`config.mk`:
```
export PLATFORM = sky130hd
export DESIGN_NAME = mem_arbiter_flat
export DESIGN_NICKNAME = d
export VERILOG_FILES = /design/src/rtl/mem_arbiter_if.sv /design/src/rtl/mem_arbiter.sv /design/src/flat_wrapper.sv
export SDC_FILE = /design/constraint.sdc
export NUM_CORES = 1
export LEC_CHECK = 0
export CORE_UTILIZATION = 44
export CTS_BUF_LIST = sky130_fd_sc_hd__clkbuf_4 sky130_fd_sc_hd__clkbuf_8 sky130_fd_sc_hd__clkbuf_16
export CTS_CLUSTER_SIZE = 8
export DETAILED_ROUTE_END_ITERATION = 16
export GPL_TIMING_DRIVEN = 0
export PLACE_DENSITY = 0.94
export SLEW_MARGIN = 20
export SYNTH_ARGS = -nofsm -noshare
export SYNTH_HDL_FRONTEND = slang
export SYNTH_SLANG_ARGS = --single-unit
```
`constraint.sdc`:
```
create_clock -name clk -period 6.9 [get_ports clk]
set_clock_uncertainty 0.15 [all_clocks]
set_input_delay 1.38 -clock clk [delete_from_list [all_inputs] [get_ports clk]]
set_output_delay 1.38 -clock clk [all_outputs]
set_load 0.1 [all_outputs]
```
`src/rtl/mem_arbiter_if.sv`:
```
// Signal bundle between the core's fetch/load-store ports, the arbiter and the word array.
// The arbiter uses the slave view. Requesters and the array model use the master view.
interface mem_arbiter_if #(
  parameter int unsigned XLEN     = 32,
  parameter int unsigned ADDR_LEN = 10
);
  logic                  i_req;
  logic [XLEN-1:0]       i_addr;
  logic                  i_ack;
  logic                  i_err;
  logic [XLEN-1:0]       i_rdata;

  logic                  d_req;
  logic                  d_we;
  logic [XLEN/8-1:0]     d_be;
  logic [XLEN-1:0]       d_addr;
  logic [XLEN-1:0]       d_wdata;
  logic                  d_ack;
  logic                  d_err;
  logic [XLEN-1:0]       d_rdata;

  logic [ADDR_LEN-1:0]   mem_addr;
  logic [XLEN-1:0]       mem_wdata;
  logic                  mem_cs_n;
  logic                  mem_we_n;
  logic [XLEN-1:0]       mem_rdata;

  logic                  busy;

  modport slave (
    input  i_req, i_addr, d_req, d_we, d_be, d_addr, d_wdata, mem_rdata,
    output i_ack, i_err, i_rdata, d_ack, d_err, d_rdata,
           mem_addr, mem_wdata, mem_cs_n, mem_we_n, busy
  );

  modport master (
    output i_req, i_addr, d_req, d_we, d_be, d_addr, d_wdata, mem_rdata,
    input  i_ack, i_err, i_rdata, d_ack, d_err, d_rdata,
           mem_addr, mem_wdata, mem_cs_n, mem_we_n, busy
  );
endinterface

```
`src/rtl/mem_arbiter.sv`:
```
// Round-robin arbiter that turns fetch (I) and load/store (D) requests into one-cycle
// commands to a single-port read-then-commit word array.
module mem_arbiter #(
  parameter int unsigned XLEN     = 32,
  parameter int unsigned ADDR_LEN = 10
) (
  input  logic          clk,
  input  logic          rst,
  mem_arbiter_if.slave  bus
);
  localparam int unsigned NBE = XLEN / 8;

  typedef enum logic [1:0] {IDLE, ACCESS, DONE} state_t;
  typedef enum logic {PORT_I, PORT_D} port_t;

  state_t          state;
  port_t           last_grant;
  port_t           owner;
  logic            err_q;
  logic [XLEN-1:0] wdata_q;
  logic [NBE-1:0]  be_q;

  logic            grant_d;
  logic [XLEN-1:0] req_addr;
  logic            req_err;
  logic            req_store;
  logic            req_full;

  always_comb begin
    grant_d   = bus.d_req && (!bus.i_req || (last_grant == PORT_I));
    req_addr  = grant_d ? bus.d_addr : bus.i_addr;
    req_err   = (req_addr[1:0] != 2'b00) || (req_addr[XLEN-1:ADDR_LEN+2] != '0);
    req_store = grant_d && bus.d_we;
    req_full  = req_store && (bus.d_be == '1) && !req_err;
  end

  // Every selected cycle commits. Unselected lanes write back what was just read.
  always_comb begin
    bus.mem_wdata = bus.mem_rdata;
    for (int unsigned k = 0; k < NBE; k++) begin
      if (be_q[k]) begin
        bus.mem_wdata[8*k +: 8] = wdata_q[8*k +: 8];
      end
    end
  end

  always_ff @(posedge clk or posedge rst) begin
    if (rst) begin
      state        <= IDLE;
      last_grant   <= PORT_D;
      owner        <= PORT_I;
      err_q        <= 1'b0;
      wdata_q      <= '0;
      be_q         <= '0;
      bus.mem_cs_n <= 1'b1;
      bus.mem_we_n <= 1'b1;
      bus.mem_addr <= '0;
      bus.i_ack    <= 1'b0;
      bus.i_err    <= 1'b0;
      bus.i_rdata  <= '0;
      bus.d_ack    <= 1'b0;
      bus.d_err    <= 1'b0;
      bus.d_rdata  <= '0;
      bus.busy     <= 1'b0;
    end else begin
      case (state)
        IDLE: begin
          if (bus.i_req || bus.d_req) begin
            state        <= ACCESS;
            bus.busy     <= 1'b1;
            owner        <= grant_d ? PORT_D : PORT_I;
            last_grant   <= grant_d ? PORT_D : PORT_I;
            err_q        <= req_err;
            wdata_q      <= bus.d_wdata;
            be_q         <= req_store ? bus.d_be : '0;
            bus.mem_addr <= req_addr[ADDR_LEN+1:2];
            bus.mem_cs_n <= req_err;
            // An erroneous access must not select the array or write to it.
            bus.mem_we_n <= !req_full;
          end
        end
        ACCESS: begin
          state        <= DONE;
          bus.mem_cs_n <= 1'b1;
          bus.mem_we_n <= 1'b1;
          if (owner == PORT_D) begin
            bus.d_ack   <= 1'b1;
            bus.d_err   <= err_q;
            bus.d_rdata <= err_q ? '0 : bus.mem_rdata;
          end else begin
            bus.i_ack   <= 1'b1;
            bus.i_err   <= err_q;
            bus.i_rdata <= err_q ? '0 : bus.mem_rdata;
          end
        end
        DONE: begin
          state     <= IDLE;
          bus.busy  <= 1'b0;
          be_q      <= '0;
          bus.i_ack <= 1'b0;
          bus.i_err <= 1'b0;
          bus.d_ack <= 1'b0;
          bus.d_err <= 1'b0;
        end
        default: state <= IDLE;
      endcase
    end
  end
endmodule

```
`src/flat_wrapper.sv`:
```
// flat-port wrapper written by rule: the top's interface ports become plain ports
module mem_arbiter_flat 
#(
  parameter int unsigned XLEN     = 32,
  parameter int unsigned ADDR_LEN = 10
)
  (clk, rst, bus_i_req, bus_i_addr, bus_d_req, bus_d_we, bus_d_be, bus_d_addr, bus_d_wdata, bus_mem_rdata, bus_i_ack, bus_i_err, bus_i_rdata, bus_d_ack, bus_d_err, bus_d_rdata, bus_mem_addr, bus_mem_wdata, bus_mem_cs_n, bus_mem_we_n, bus_busy);
  mem_arbiter_if #(.XLEN(XLEN), .ADDR_LEN(ADDR_LEN)) bus_i ();
  input  logic clk;
  input  logic rst;
  input wire logic [$bits(bus_i.i_req)-1:0] bus_i_req;
  input wire logic [$bits(bus_i.i_addr)-1:0] bus_i_addr;
  input wire logic [$bits(bus_i.d_req)-1:0] bus_d_req;
  input wire logic [$bits(bus_i.d_we)-1:0] bus_d_we;
  input wire logic [$bits(bus_i.d_be)-1:0] bus_d_be;
  input wire logic [$bits(bus_i.d_addr)-1:0] bus_d_addr;
  input wire logic [$bits(bus_i.d_wdata)-1:0] bus_d_wdata;
  input wire logic [$bits(bus_i.mem_rdata)-1:0] bus_mem_rdata;
  output wire logic [$bits(bus_i.i_ack)-1:0] bus_i_ack;
  output wire logic [$bits(bus_i.i_err)-1:0] bus_i_err;
  output wire logic [$bits(bus_i.i_rdata)-1:0] bus_i_rdata;
  output wire logic [$bits(bus_i.d_ack)-1:0] bus_d_ack;
  output wire logic [$bits(bus_i.d_err)-1:0] bus_d_err;
  output wire logic [$bits(bus_i.d_rdata)-1:0] bus_d_rdata;
  output wire logic [$bits(bus_i.mem_addr)-1:0] bus_mem_addr;
  output wire logic [$bits(bus_i.mem_wdata)-1:0] bus_mem_wdata;
  output wire logic [$bits(bus_i.mem_cs_n)-1:0] bus_mem_cs_n;
  output wire logic [$bits(bus_i.mem_we_n)-1:0] bus_mem_we_n;
  output wire logic [$bits(bus_i.busy)-1:0] bus_busy;
  assign bus_i.i_req = bus_i_req;
  assign bus_i.i_addr = bus_i_addr;
  assign bus_i.d_req = bus_d_req;
  assign bus_i.d_we = bus_d_we;
  assign bus_i.d_be = bus_d_be;
  assign bus_i.d_addr = bus_d_addr;
  assign bus_i.d_wdata = bus_d_wdata;
  assign bus_i.mem_rdata = bus_mem_rdata;
  assign bus_i_ack = bus_i.i_ack;
  assign bus_i_err = bus_i.i_err;
  assign bus_i_rdata = bus_i.i_rdata;
  assign bus_d_ack = bus_i.d_ack;
  assign bus_d_err = bus_i.d_err;
  assign bus_d_rdata = bus_i.d_rdata;
  assign bus_mem_addr = bus_i.mem_addr;
  assign bus_mem_wdata = bus_i.mem_wdata;
  assign bus_mem_cs_n = bus_i.mem_cs_n;
  assign bus_mem_we_n = bus_i.mem_we_n;
  assign bus_busy = bus_i.busy;
  mem_arbiter #(.XLEN(XLEN), .ADDR_LEN(ADDR_LEN)) u_core (.clk(clk), .rst(rst), .bus(bus_i));
endmodule
```
==> metrics list <==
- In the final routed layout, each cell accounts on average for 17.5 um.
* Unrepaired setup endpoints after global routing: false
- Avg Synthesized Cell Area: 9.71 um2
- Crit-path most repeated cell: sky130_fd_sc_hd__clkdlybuf4s50_1
- For this run, the detailed router's first-pass iteration total came to 4.
- Wire length of the first global-routing pass: 27.2 mm
- The cell area that synthesis handed to floorplanning was 5220 um2.
- Share of cells above drive strength 1: 11.8%
- Worst-case setup margin in the final layout: ~2.1 ns
- Clock-pin slew reported for the worst setup and hold paths after clock tree synthesis: approximately 0.060 ns
- Setup violations remaining at the end of the flow were counted as 0.
- The routed design could run at a clock period as short as between 4 and 5 ns.
- For this run, design rule violations remaining after detail routing come to 0.
* Total of fill cells in the finished design: between 800 and 900
* Delay contributed by the slowest stage of the critical path: 1.16 ns
- Gates resized, CTS repair: 0
- TritonCTS built the clock tree.
- Data required time of the worst path: 5.37 ns
- Total length of routed wires: 16.8 mm
- The worst setup path is launched from an input pin.
- Category of the critical setup timing path: input pin to output port
- The clock net in this run drives a total of between 100 and 150 sinks.
- Number of input and output port buffers inserted: 249
- The clock passes through at most 2 buffers.
- WHS: 0.321 ns
- Counting flops and latches in the post-synthesis netlist gives approximately 120.
* Vias in the first global route: 5334
* Clk_lat worst skew: 0.40 ns
- Ports: 250
- Fmax: 210 MHz
- Global routing used 28.8% of the available tracks across all layers.
* Remaining Overflow, GRT: 0
- In the synthesized netlist, the number of instances is 537.
- Inserted Clock Buffers: 17
* Worst endpoint data arrival time: 3.23 ns
* Routability cong.: 0.779
- Number of levels the H-tree was split into: 4
* Multi-input combinational cell area: 1940 um2
* Final cycle utilization of the critical path: 69.0%
- Headroom to the max-slew limit came out at a little under a third.
- Largest net degree at the start of global routing: 77
- Initial antenna violation count: 0
- In this run the worst hold path is classified as flop to flop.
- Counting both buffers and inverters, the worst setup path holds a total of 2.
- Number of nets produced by synthesis: 674
- Transition at the pin with the smallest max-transition slack: 1.03 ns
* Number of unique standard cell types used by synthesis: 30
- Yosys printed 0 warnings.
* Critical path capture point type: output port
* Estimated wirelength of the detail-placed design: roughly 12 mm
* Pre-CTS setup slack: 2.16 ns
- Total setup buffers inserted after CTS: 0
- After synthesis, flip-flops and latches occupy 58.6% of the total area.
* Post-DRT Antenna Nets: 0
- Number of synthesized flops with an enable pin: 0
* Number of vias in the routed layout: around 5000
- Traced cell by cell, the critical path runs through clkdlybuf4s50_1 -> mux2_2 -> clkdlybuf4s50_1.
- In this run the horizontal extent of the chip is 111 um.
- Starting DRT DRC Count: 349
* CTS Hold Bufs: 0
* Die Y-Extent: 111 um
* Accumulated negative setup slack: 0 ns
* Proportion of synthesized flip-flops having asynchronous set or reset: 100%
- In the final layout, flip-flops and latches occupy 3060 um2.
- Die Outline Area: 12300 um2
- The count of endpoints failing hold in the final timing report was 0.
- The floorplan step defined a core boundary enclosing 11500 um2.
* Count of standard-cell rows: 39
- Highest fanout seen on the critical path: 2
- Ant diodes: 0
- In the routed layout, each cell is associated on average with a via count of ~5.2.
- The final max-slew violation count is 0.
- Number of max-cap violations: 0
- In the synthesized netlist the dominant register cell turns out to be sky130_fd_sc_hd__dfrtp_1.
- The net count of the finished layout is 943.
* Cell at the root of the clock tree: sky130_fd_sc_hd__clkbuf_16
- Synthesis-to-finish area growth: 63.1%
- Initial Util: 45.5%
* Standard cell with the maximum stage delay on the critical path: sky130_fd_sc_hd__clkdlybuf4s50_1
- Result of the run: complete, no violations
- In this design, the largest share of critical-path delay is due to buffers and inverters.
cell type report:
type / instances / share of cell area (%)
inverter: 3 / 0.191
tap: 143 / 2.10
clock buffer: 21 / 5.50
buffer: 33 / 2.40
clock inverter: 11 / 1.43
multi-input combinational: 379 / 22.8
timing repair buffer: 250 / 29.6
sequential: 122 / 35.9
layer usage:
layer	wire [um]	vias up	GRT usage, %	share of wire, %
met5	0	-	0	0
met4	475	0	13.2	2.8
met3	1020	36	5.30	6.0
met2	8930	243	52.4	53
met1	6410	2398	32.6	38
li1	-	2316	-	-
placed cells by master (no fill, tap or decap), types with 2 or more instances in the layout:
master	n
sky130_fd_sc_hd__buf_2	7
sky130_fd_sc_hd__mux2i_1	10
sky130_fd_sc_hd__nor2_1	3
sky130_fd_sc_hd__clkinv_4	3
sky130_fd_sc_hd__o31ai_1	2
sky130_fd_sc_hd__o21ai_0	3
sky130_fd_sc_hd__clkinv_2	4
sky130_fd_sc_hd__nor4_1	10
sky130_fd_sc_hd__dfrtp_1	119
sky130_fd_sc_hd__dfstp_2	3
sky130_fd_sc_hd__bufinv_16	2
sky130_fd_sc_hd__nand3_1	8
sky130_fd_sc_hd__buf_6	8
sky130_fd_sc_hd__nor3_1	3
sky130_fd_sc_hd__nand2_1	220
sky130_fd_sc_hd__o21ai_2	3
sky130_fd_sc_hd__clkbuf_16	17
sky130_fd_sc_hd__clkbuf_8	2
sky130_fd_sc_hd__buf_4	3
sky130_fd_sc_hd__clkdlybuf4s50_1	249
sky130_fd_sc_hd__nand4_1	2
sky130_fd_sc_hd__clkinvlp_4	2
sky130_fd_sc_hd__o21ai_1	74
sky130_fd_sc_hd__clkbuf_4	2
sky130_fd_sc_hd__clkbuf_1	15
sky130_fd_sc_hd__mux2_2	32
kinds of logic (layout without fill, tap and decap cells):
family,after synthesis,in the layout,share of synthesized area [%]
AO/OA/AOI/OAI,86,86,9.11
multiplexers,42,42,8.83
flip-flops,122,122,58.6
AND/OR/NAND/NOR,251,251,19.3
buffers and inverters,36,318,4.13
metrics by stage:
step / util (%) / std cells / cell area, um2
3_5_place_dp: 69.1 / 930 / 7920
3_3_place_gp: 68.8 / 929 / 7890
5_1_grt: 74.2 / 962 / 8510
2_1_floorplan: - / 537 / 5220
6_report: 74.2 / 962 / 8510
4_1_cts: 74.2 / 962 / 8510
state kept, by name (all words and copies together), names as in the netlist, 2 cells and up:
| signal | count |
|---|---|
| u_core.bus.mem_addr | 10 |
| u_core.wdata_q | 32 |
| u_core.bus.i_rdata | 32 |
| u_core.bus.d_rdata | 32 |
| u_core.be_q | 4 |
| u_core.state | 2 |
worst reg2reg max path, stage by stage (launching register included):
cell	delay [ns]
sky130_fd_sc_hd__dfrtp_1	0.42
sky130_fd_sc_hd__nor2_2	0.07
sky130_fd_sc_hd__o21ai_4	0.13
sky130_fd_sc_hd__clkbuf_1	0.45
sky130_fd_sc_hd__nand3_1	0.15
sky130_fd_sc_hd__o21ai_1	0.17
cell usage after synthesis, types with 7 or more instances:
| cell | n | area (um2) |
|---|---|---|
| sky130_fd_sc_hd__nand2_1 | 220 | 826 |
| sky130_fd_sc_hd__dfrtp_1 | 119 | 2980 |
| sky130_fd_sc_hd__o21ai_1 | 74 | 370 |
| sky130_fd_sc_hd__mux2_2 | 32 | 360 |
| sky130_fd_sc_hd__clkbuf_1 | 15 | 56.3 |
| sky130_fd_sc_hd__mux2i_1 | 10 | 100 |
| sky130_fd_sc_hd__nor4_1 | 10 | 62.6 |
| sky130_fd_sc_hd__buf_6 | 8 | 90.1 |
| sky130_fd_sc_hd__nand3_1 | 8 | 40.0 |
| sky130_fd_sc_hd__buf_2 | 7 | 35.0 |
worst paths after layout:
kind	start	endpoint	cells past startpoint	slack [ns]
max in group asynchronous	rst	u_core.last_grant	3	4.65
worst min register to register	u_core.wdata_q[18]	u_core.wdata_q[18]	2	0.32
worst max-delay path	bus_mem_rdata[31]	bus_mem_wdata[31]	3	2.14
worst min-delay path	u_core.wdata_q[18]	u_core.wdata_q[18]	2	0.32
min in group asynchronous	rst	u_core.bus.d_rdata[23]	2	1.22
worst max register to register	u_core.state[1]	u_core.be_q[0]	5	5.27
Power is left out: the tool's default activity adds up to more than one toggle a clock period on the data nets, which glitch-free logic cannot reach.
